$ cat src/rtl/uart_rx.sv
// 8N1-style UART receiver: two-flop input synchronizer, mid-bit sampling FSM,
// parallel word output with one-cycle valid / framing-error strobes.
`timescale 1ns/1ps
module uart_rx #(
    parameter int FREQ      = 1000000,
    parameter int BAUD_RATE = 2400,
    parameter int DATA_BITS = 8
) (
    input  logic                 clk,
    input  logic                 rst,
    input  logic                 rx,
    output logic [DATA_BITS-1:0] rx_data,
    output logic                 rx_valid,
    output logic                 rx_frame_err,
    output logic                 rx_busy
);

    localparam int unsigned BIT_PERIOD = FREQ / BAUD_RATE + 1;
    localparam int unsigned HALF_PERIOD = BIT_PERIOD / 2;
    localparam int IW = $clog2(DATA_BITS + 1);

    localparam logic [31:0]   PERIOD_LAST = 32'(BIT_PERIOD - 1);
    localparam logic [31:0]   HALF_LAST   = 32'(HALF_PERIOD - 1);
    localparam logic [IW-1:0] IDX_LAST    = IW'(DATA_BITS - 1);

    typedef enum logic [2:0] {
        S_IDLE,
        S_START,
        S_DATA,
        S_STOP,
        S_BREAK
    } state_t;

    logic                 sync1_q;
    logic                 rxs_q;
    state_t               state_q, state_d;
    logic [31:0]          cnt_q, cnt_d;
    logic [IW-1:0]        idx_q, idx_d;
    logic [DATA_BITS-1:0] shift_q, shift_d;
    logic [DATA_BITS-1:0] data_q, data_d;
    logic                 valid_q, valid_d;
    logic                 ferr_q, ferr_d;

    // Synchronizer flops reset high so a reset never looks like a start bit.
    always_ff @(posedge clk or posedge rst) begin
        if (rst) begin
            sync1_q <= 1'b1;
            rxs_q   <= 1'b1;
        end else begin
            sync1_q <= rx;
            rxs_q   <= sync1_q;
        end
    end

    always_ff @(posedge clk or posedge rst) begin
        if (rst) begin
            state_q <= S_IDLE;
            cnt_q   <= '0;
            idx_q   <= '0;
            shift_q <= '0;
            data_q  <= '0;
            valid_q <= 1'b0;
            ferr_q  <= 1'b0;
        end else begin
            state_q <= state_d;
            cnt_q   <= cnt_d;
            idx_q   <= idx_d;
            shift_q <= shift_d;
            data_q  <= data_d;
            valid_q <= valid_d;
            ferr_q  <= ferr_d;
        end
    end

    always_comb begin
        state_d = state_q;
        cnt_d   = cnt_q;
        idx_d   = idx_q;
        shift_d = shift_q;
        data_d  = data_q;
        valid_d = 1'b0;
        ferr_d  = 1'b0;

        unique case (state_q)
            S_IDLE: begin
                if (!rxs_q) begin
                    state_d = S_START;
                    cnt_d   = '0;
                end
            end

            // A start bit that is high again at its midpoint is a glitch.
            S_START: begin
                cnt_d = cnt_q + 32'd1;
                if (cnt_q == HALF_LAST) begin
                    cnt_d = '0;
                    idx_d = '0;
                    state_d = rxs_q ? S_IDLE : S_DATA;
                end
            end

            S_DATA: begin
                cnt_d = cnt_q + 32'd1;
                if (cnt_q == PERIOD_LAST) begin
                    shift_d = shift_q >> 1;
                    shift_d[DATA_BITS-1] = rxs_q;
                    cnt_d = '0;
                    idx_d = idx_q + IW'(1);
                    if (idx_q == IDX_LAST) begin
                        state_d = S_STOP;
                    end
                end
            end

            S_STOP: begin
                cnt_d = cnt_q + 32'd1;
                if (cnt_q == PERIOD_LAST) begin
                    cnt_d = '0;
                    if (rxs_q) begin
                        data_d  = shift_q;
                        valid_d = 1'b1;
                        state_d = S_IDLE;
                    end else begin
                        ferr_d  = 1'b1;
                        state_d = S_BREAK;
                    end
                end
            end

            // Line held low after a bad stop bit: wait for idle before rearming.
            S_BREAK: begin
                if (rxs_q) begin
                    state_d = S_IDLE;
                end
            end

            default: begin
                state_d = S_IDLE;
            end
        endcase
    end

    assign rx_data      = data_q;
    assign rx_valid     = valid_q;
    assign rx_frame_err = ferr_q;
    assign rx_busy      = (state_q != S_IDLE);

endmodule

$ cat config.mk
export PLATFORM = sky130hd
export DESIGN_NAME = uart_rx
export DESIGN_NICKNAME = d
export VERILOG_FILES = /design/src/rtl/uart_rx.sv
export SDC_FILE = /design/constraint.sdc
export NUM_CORES = 1
export LEC_CHECK = 0
export CAP_MARGIN = 20
export CORE_AREA = 2 2 116 118
export DETAILED_ROUTE_END_ITERATION = 7
export DIE_AREA = 0 0 118 120
export HOLD_SLACK_MARGIN = 0.08
export PLACE_DENSITY_LB_ADDON = 0.05
export SKIP_CTS_REPAIR_TIMING = 1
export SLEW_MARGIN = 10
export SYNTH_ARGS = -nofsm -noshare
export SYNTH_HDL_FRONTEND = slang
export SYNTH_SLANG_ARGS = --single-unit
$ cat constraint.sdc
create_clock -name clk -period 4.4 [get_ports clk]
set_clock_uncertainty 0.1 [all_clocks]
set_input_delay 0.88 -clock clk [delete_from_list [all_inputs] [get_ports clk]]
set_output_delay 0.88 -clock clk [all_outputs]
set_load 0.02 [all_outputs]
==> metrics.txt, run 1 <==
main area contributors after synthesis=dfrtp_1, xor2_1, mux2_4, nor2_1, mux2_2; total CTS buffers=9; MaxCap Viol Count=0; Post-Syn Area=3023 um2; largest net degree at the start of global routing=31; CP max FO=11; Tightest Hold Check Type=register to register; vias per cell=4.487; Seq/Total Area, Yosys=0.4892; Crit Path Category=register to primary output; CTS Sinks=59; Hold Crit Depth=0; Die ar.=14160 um2; layout cells sized above 1=0.1838; via count=2230; # nets final=322; antenna-violating nets left=0; status=finished clean; top-count cell post-synth=dfrtp_1; first-pass detailed-route iteration total=4; area grow syn2layout=20.94%; Worst EP required=3.42 ns; clk_lat worst skew=0.34 ns; post-synth top area share=0.4719; Tmin final=2.777 ns; Synthesized Nets=303; Post-synth ARST share=1.000; post-synth top area cell=dfrtp_1; fill count=1398; CTS tree=built; Tot GR Track Use=0.1224; vias in the first global route=2397; CP arrival=1.80 ns; worst vdd ir=0.1647 mV; gr ovfl total=0; Syn Inst Count=297; FP Rows=42; Yosys Warn Count=0; first-pass GRT wire length=13210 um; total wire length=7618 um; clk slew on worst S/H paths=0.06 ns; # DRC=0; n_diodes=0; Critical Path End Type=primary output; DR WL/cell=15.33 um; Commonest cells post-synth=dfrtp_1, nor2_1, nand2_1; Starting Density=0.2329; Lkg Pwr=1.535 nW; worst r2r path cells=5; synth unique cells=50; Placed Cells=481; initial antenna violation count=0; final hold viol count=0; final cycle utilization of the critical path=0.6311; Yosys reg bits=59; chip width=118 um; setup TNS=0 ns; top_reg_cell synth=dfrtp_1; average cell area after synthesis=10.18 um2; dpl hpwl=5113 um; H-tree Lvls=3; Startpoint Class=register; pwr dens=334.8 nW/um2; core area=12980 um2; unrepaired setup endpoints after global routing=no; EDFF count, synth=0; IO buf count=13; Cell Area, Placed=3378 um2; initial drt markers=94; design area=3656 um2; Slew headroom=0.4358; Final setup viols=0; io pins=14; Placer Congestion=0.7281; die extent in y=120 um; fin cells=497; fin. max-slew vios=0; max frequency=0.3601 GHz; Worst Max-Slew Pin Slew=0.8399 ns; total power=1.224 mW; CTS Buffer Depth=2; Root Driver=clkbuf_16
[final cells by class]
class	instances	area (um2)	area share
flip-flops and latches	59	1479	0.4045
multi-input cells	219	1478	0.4042
clock buffers	9	225.2	0.06160
well taps	176	220.2	0.06023
repair buffers	18	167.7	0.04586
clock inverters	7	52.55	0.01437
inverters	9	33.78	0.009240
[cell usage in the layout (no fill, tap or decap), drive strengths merged, types with 3 or more instances in the layout]
cell type,instances
ha,3
or3b,3
clkbuf,9
or4,4
inv,11
clkdlybuf4s50,13
o21ai,17
and3,6
mux2,16
nand4b,3
or3,6
nor4,9
a21oi,7
nor2b,3
dfrtp,57
xor2,15
clkinvlp,4
and2,3
nor3,4
nand3,16
nand2,22
o211ai,7
and4,4
buf,5
nor2,35
nand4,11
or2,4
[path summary, 6_finish.rpt]
path	startpoint	end	slack (ns)
setup / recovery	state_q[2]	rx_busy	1.62
setup reg to reg	cnt_q[26]	rx_data[3]	1.86
hold / removal	sync1_q	rxs_q	0.26
hold reg to reg	sync1_q	rxs_q	0.26
min in group asynchronous	rst	rx_data[2]	0.85
max in group asynchronous	rst	cnt_q[6]	2.46
[kinds of logic after synthesis]
group	share of synthesized area
buffers and inverters	0.02359
and+or+nand+nor	0.2624
adders and majority gates	0.01242
DFF	0.4892
xor gates and xnor gates	0.04926
AOI/OAI and AO/OA	0.08692
muxes	0.07616
[metrics by stage]
step                worst slack [ns]    util  hold WS, ns
floorplan                      1.967       -       0.2452
global placement               1.816  0.2603       0.2538
detailed placement             1.831  0.2603       0.2495
CTS                            1.594  0.2817       0.2568
global route                   1.558  0.2817       0.2634
finish                         1.623  0.2817       0.2556
[critical path: stages, from the launching register on]
cell and delay [ns]:
dfrtp_1 0.50, or3_1 0.41, clkdlybuf4s50_1 0.55
[metal layers]
layer	global-route usage	up-vias	part of all wire
met4	0.04292	0	0.017
met2	0.1926	25	0.46
met5	0	-	0
met3	0.04515	8	0.036
li1	-	1108	-
met1	0.1545	1089	0.49
[power breakdown]
part | total (mW) | internal, mW | switching [mW]
combinational | 0.0145 | 0.00256 | 0.0120
sequential | 0.546 | 0.545 | 0.00115
clock | 0.664 | 0.383 | 0.281
[state kept, by name (all words and copies together), names as in the netlist]
register	flops
cnt_q	32
idx_q	4
rx_data	8
rx_frame_err	1
rx_valid	1
rxs_q	1
shift_q	8
state_q	3
sync1_q	1
Note: power is estimated with default switching activity, not from simulation.
==> run 2, diff against run 1 <==
clock period = 2.5 ns   (was 4.4 ns; I/O delays follow)
==> metrics.txt, run 2 (synthesis results as in run 1) <==
Tmin final=2.336 ns; worst vdd ir=0.3153 mV (was 0.1647 mV); commonest non-fill, non-tap cell in the layout=dfrtp_1 (unchanged); Starting Density=0.2329 (unchanged); total power=2.252 mW (was 1.224 mW); final cycle utilization of the critical path=0.9343; Placed Cells=499 (was 481); Final setup viols=0 (unchanged); r2r setup slk=0.25 ns (was 1.86 ns); antenna-violating nets left=0 (unchanged); max frequency=0.4281 GHz; Worst Hold End=rxs_q (unchanged); io pins=14 (unchanged); chip width=118 um (unchanged); IO buf count=13 (unchanged); Placer Congestion=0.7384 (was 0.7281); Root Driver=clkbuf_16 (unchanged); die extent in y=120 um (unchanged); Crit Path Category=register to primary output (unchanged); clock network power share=0.561 (was 0.542); first-pass GRT wire length=12900 um (was 13210 um); r2r endpoint=state_q[1] (was rx_data[3]); setup TNS=0 ns (unchanged); fin cells=515 (was 497); area grow syn2layout=27.86% (was 20.94%); total wire length=7577 um (was 7618 um); Tightest Hold Check Type=register to register (unchanged); # nets final=340 (was 322); area occupied by multi-input gates=1489 um2 (was 1478 um2); core area=12980 um2 (unchanged); MaxCap Viol Count=0 (unchanged); final hold viol count=0 (unchanged); Startpoint Class=register (unchanged); Sequential Area=1479 um2 (unchanged); vias in the first global route=2357 (was 2397); Die ar.=14160 um2 (unchanged); Gate power share=0.012 (about the same); via count=2317 (was 2230); H-tree Lvls=3 (unchanged); CTS tree=built (unchanged); n_diodes=0 (unchanged); largest net degree at the start of global routing=60 (was 31); total CTS buffers=9 (unchanged); layout cells sized above 1=0.2301 (was 0.1838); status=finished clean (unchanged); Worst Setup Slack, final=0.1644 ns (was 1.623 ns); fin. max-slew vios=0 (unchanged); worst hold slack=0.2600 ns (was 0.2556 ns); commonest non-fill, non-tap cells in the layout=dfrtp_1, nor2_1, nand2_1 (unchanged); CTS Buffer Depth=2 (unchanged); fill count=1404 (was 1398); worst r2r path cells=5 (unchanged); design area=3865 um2 (was 3656 um2); gr ovfl total=0 (unchanged); Worst EP required=1.90 ns (was 3.42 ns); fin util=0.2978 (was 0.2817); worst slack, placed=0.05366 ns (was 1.831 ns); register name with the most flops=cnt_q (unchanged); pwr dens=582.6 nW/um2 (was 334.8 nW/um2); max FFs per register=32 (unchanged); Lkg Pwr=1.661 nW (was 1.535 nW); FP Rows=42 (unchanged); Internal Pwr Total=1.742 mW (was 0.9302 mW); dpl hpwl=5302 um (was 5113 um); Critical Path End Type=primary output (unchanged); initial drt markers=86 (was 94); DR WL/cell=14.71 um (was 15.33 um); # DRC=0 (unchanged); initial antenna violation count=0 (unchanged); Cell Area, Placed=3551 um2 (was 3378 um2); r2r startpoint=cnt_q[13] (was cnt_q[26]); unrepaired setup endpoints after global routing=no (unchanged); Worst Max-Slew Pin Slew=0.6666 ns (was 0.8399 ns); Seq pwr share=0.427 (was 0.446); first-pass detailed-route iteration total=4 (unchanged); Hold Crit Depth=0 (unchanged); CTS Sinks=59 (unchanged); clk slew on worst S/H paths=0.06 ns (about the same); Slew headroom=0.5535 (was 0.4358); vias per cell=4.499 (was 4.487); Sw Ratio=0.2261 (was 0.2402); CP max FO=10 (was 11); clk_lat worst skew=0.34 ns (about the same); Worst Min Path Start=sync1_q (unchanged); Tot GR Track Use=0.1194 (was 0.1224); Psw=0.5092 mW (was 0.2940 mW); CP arrival=1.74 ns (was 1.80 ns)
## run 2: changes by cell type in the layout (fill, tap and decap cells not counted), sizes merged
cell | previous run | this run
buf | 5 | 23
bufinv | 0 | 1
clkinv | 1 | 4
clkinvlp | 4 | 1
inv | 11 | 10
## run 2: area by class of cell
type | count | share of cell area
clock buffers | 9 | 0.05827
clock inverters | 7 | 0.02007
inverters | 9 | 0.008741
multi-input cells | 219 | 0.3852
flip-flops and latches | 59 | 0.3826
well taps | 176 | 0.05698
repair buffers | 36 | 0.08805
## run 2: routing by layer
| layer | wire, um | up-vias | part of all wire | GRT usage |
|---|---|---|---|---|
| li1 | - | 1145 | - | - |
| met5 | 0 | - | 0 | 0 |
| met2 | 3473 | 29 | 0.46 | 0.1857 |
| met3 | 257 | 11 | 0.034 | 0.03612 |
| met1 | 3679 | 1132 | 0.49 | 0.1515 |
| met4 | 165 | 0 | 0.022 | 0.05723 |
## run 2: worst max path at each step
| stage | slack, ns | from | endpoint | cells past startpoint |
|---|---|---|---|---|
| floorplan | 0.22 | cnt_q[13] | rx_data[0] | 5 |
| global placement | 0.02 | cnt_q[21] | shift_q[3] | 5 |
| detailed placement | 0.05 | cnt_q[21] | shift_q[3] | 5 |
| CTS | 0.04 | cnt_q[21] | shift_q[3] | 5 |
| global route | 0.07 | state_q[1] | idx_q[0] | 5 |
| finish | 0.16 | state_q[1] | rx_busy | 2 |
## run 2: worst max-delay path, cell delays in order, from the launching register on
cell and delay [ns]:
dfrtp_1 0.47, or3_1 0.38, clkdlybuf4s50_1 0.55
## run 2: power groups by stage
stage                     clock (mW)  sequential (mW)  combinational (mW)
after floorplan                    0            0.976              0.0153
after global placement             0            0.977              0.0310
after detailed placement           0            0.977              0.0307
after CTS                       1.31            0.960              0.0309
after global routing            1.34            0.960              0.0335
final                           1.26            0.960              0.0280
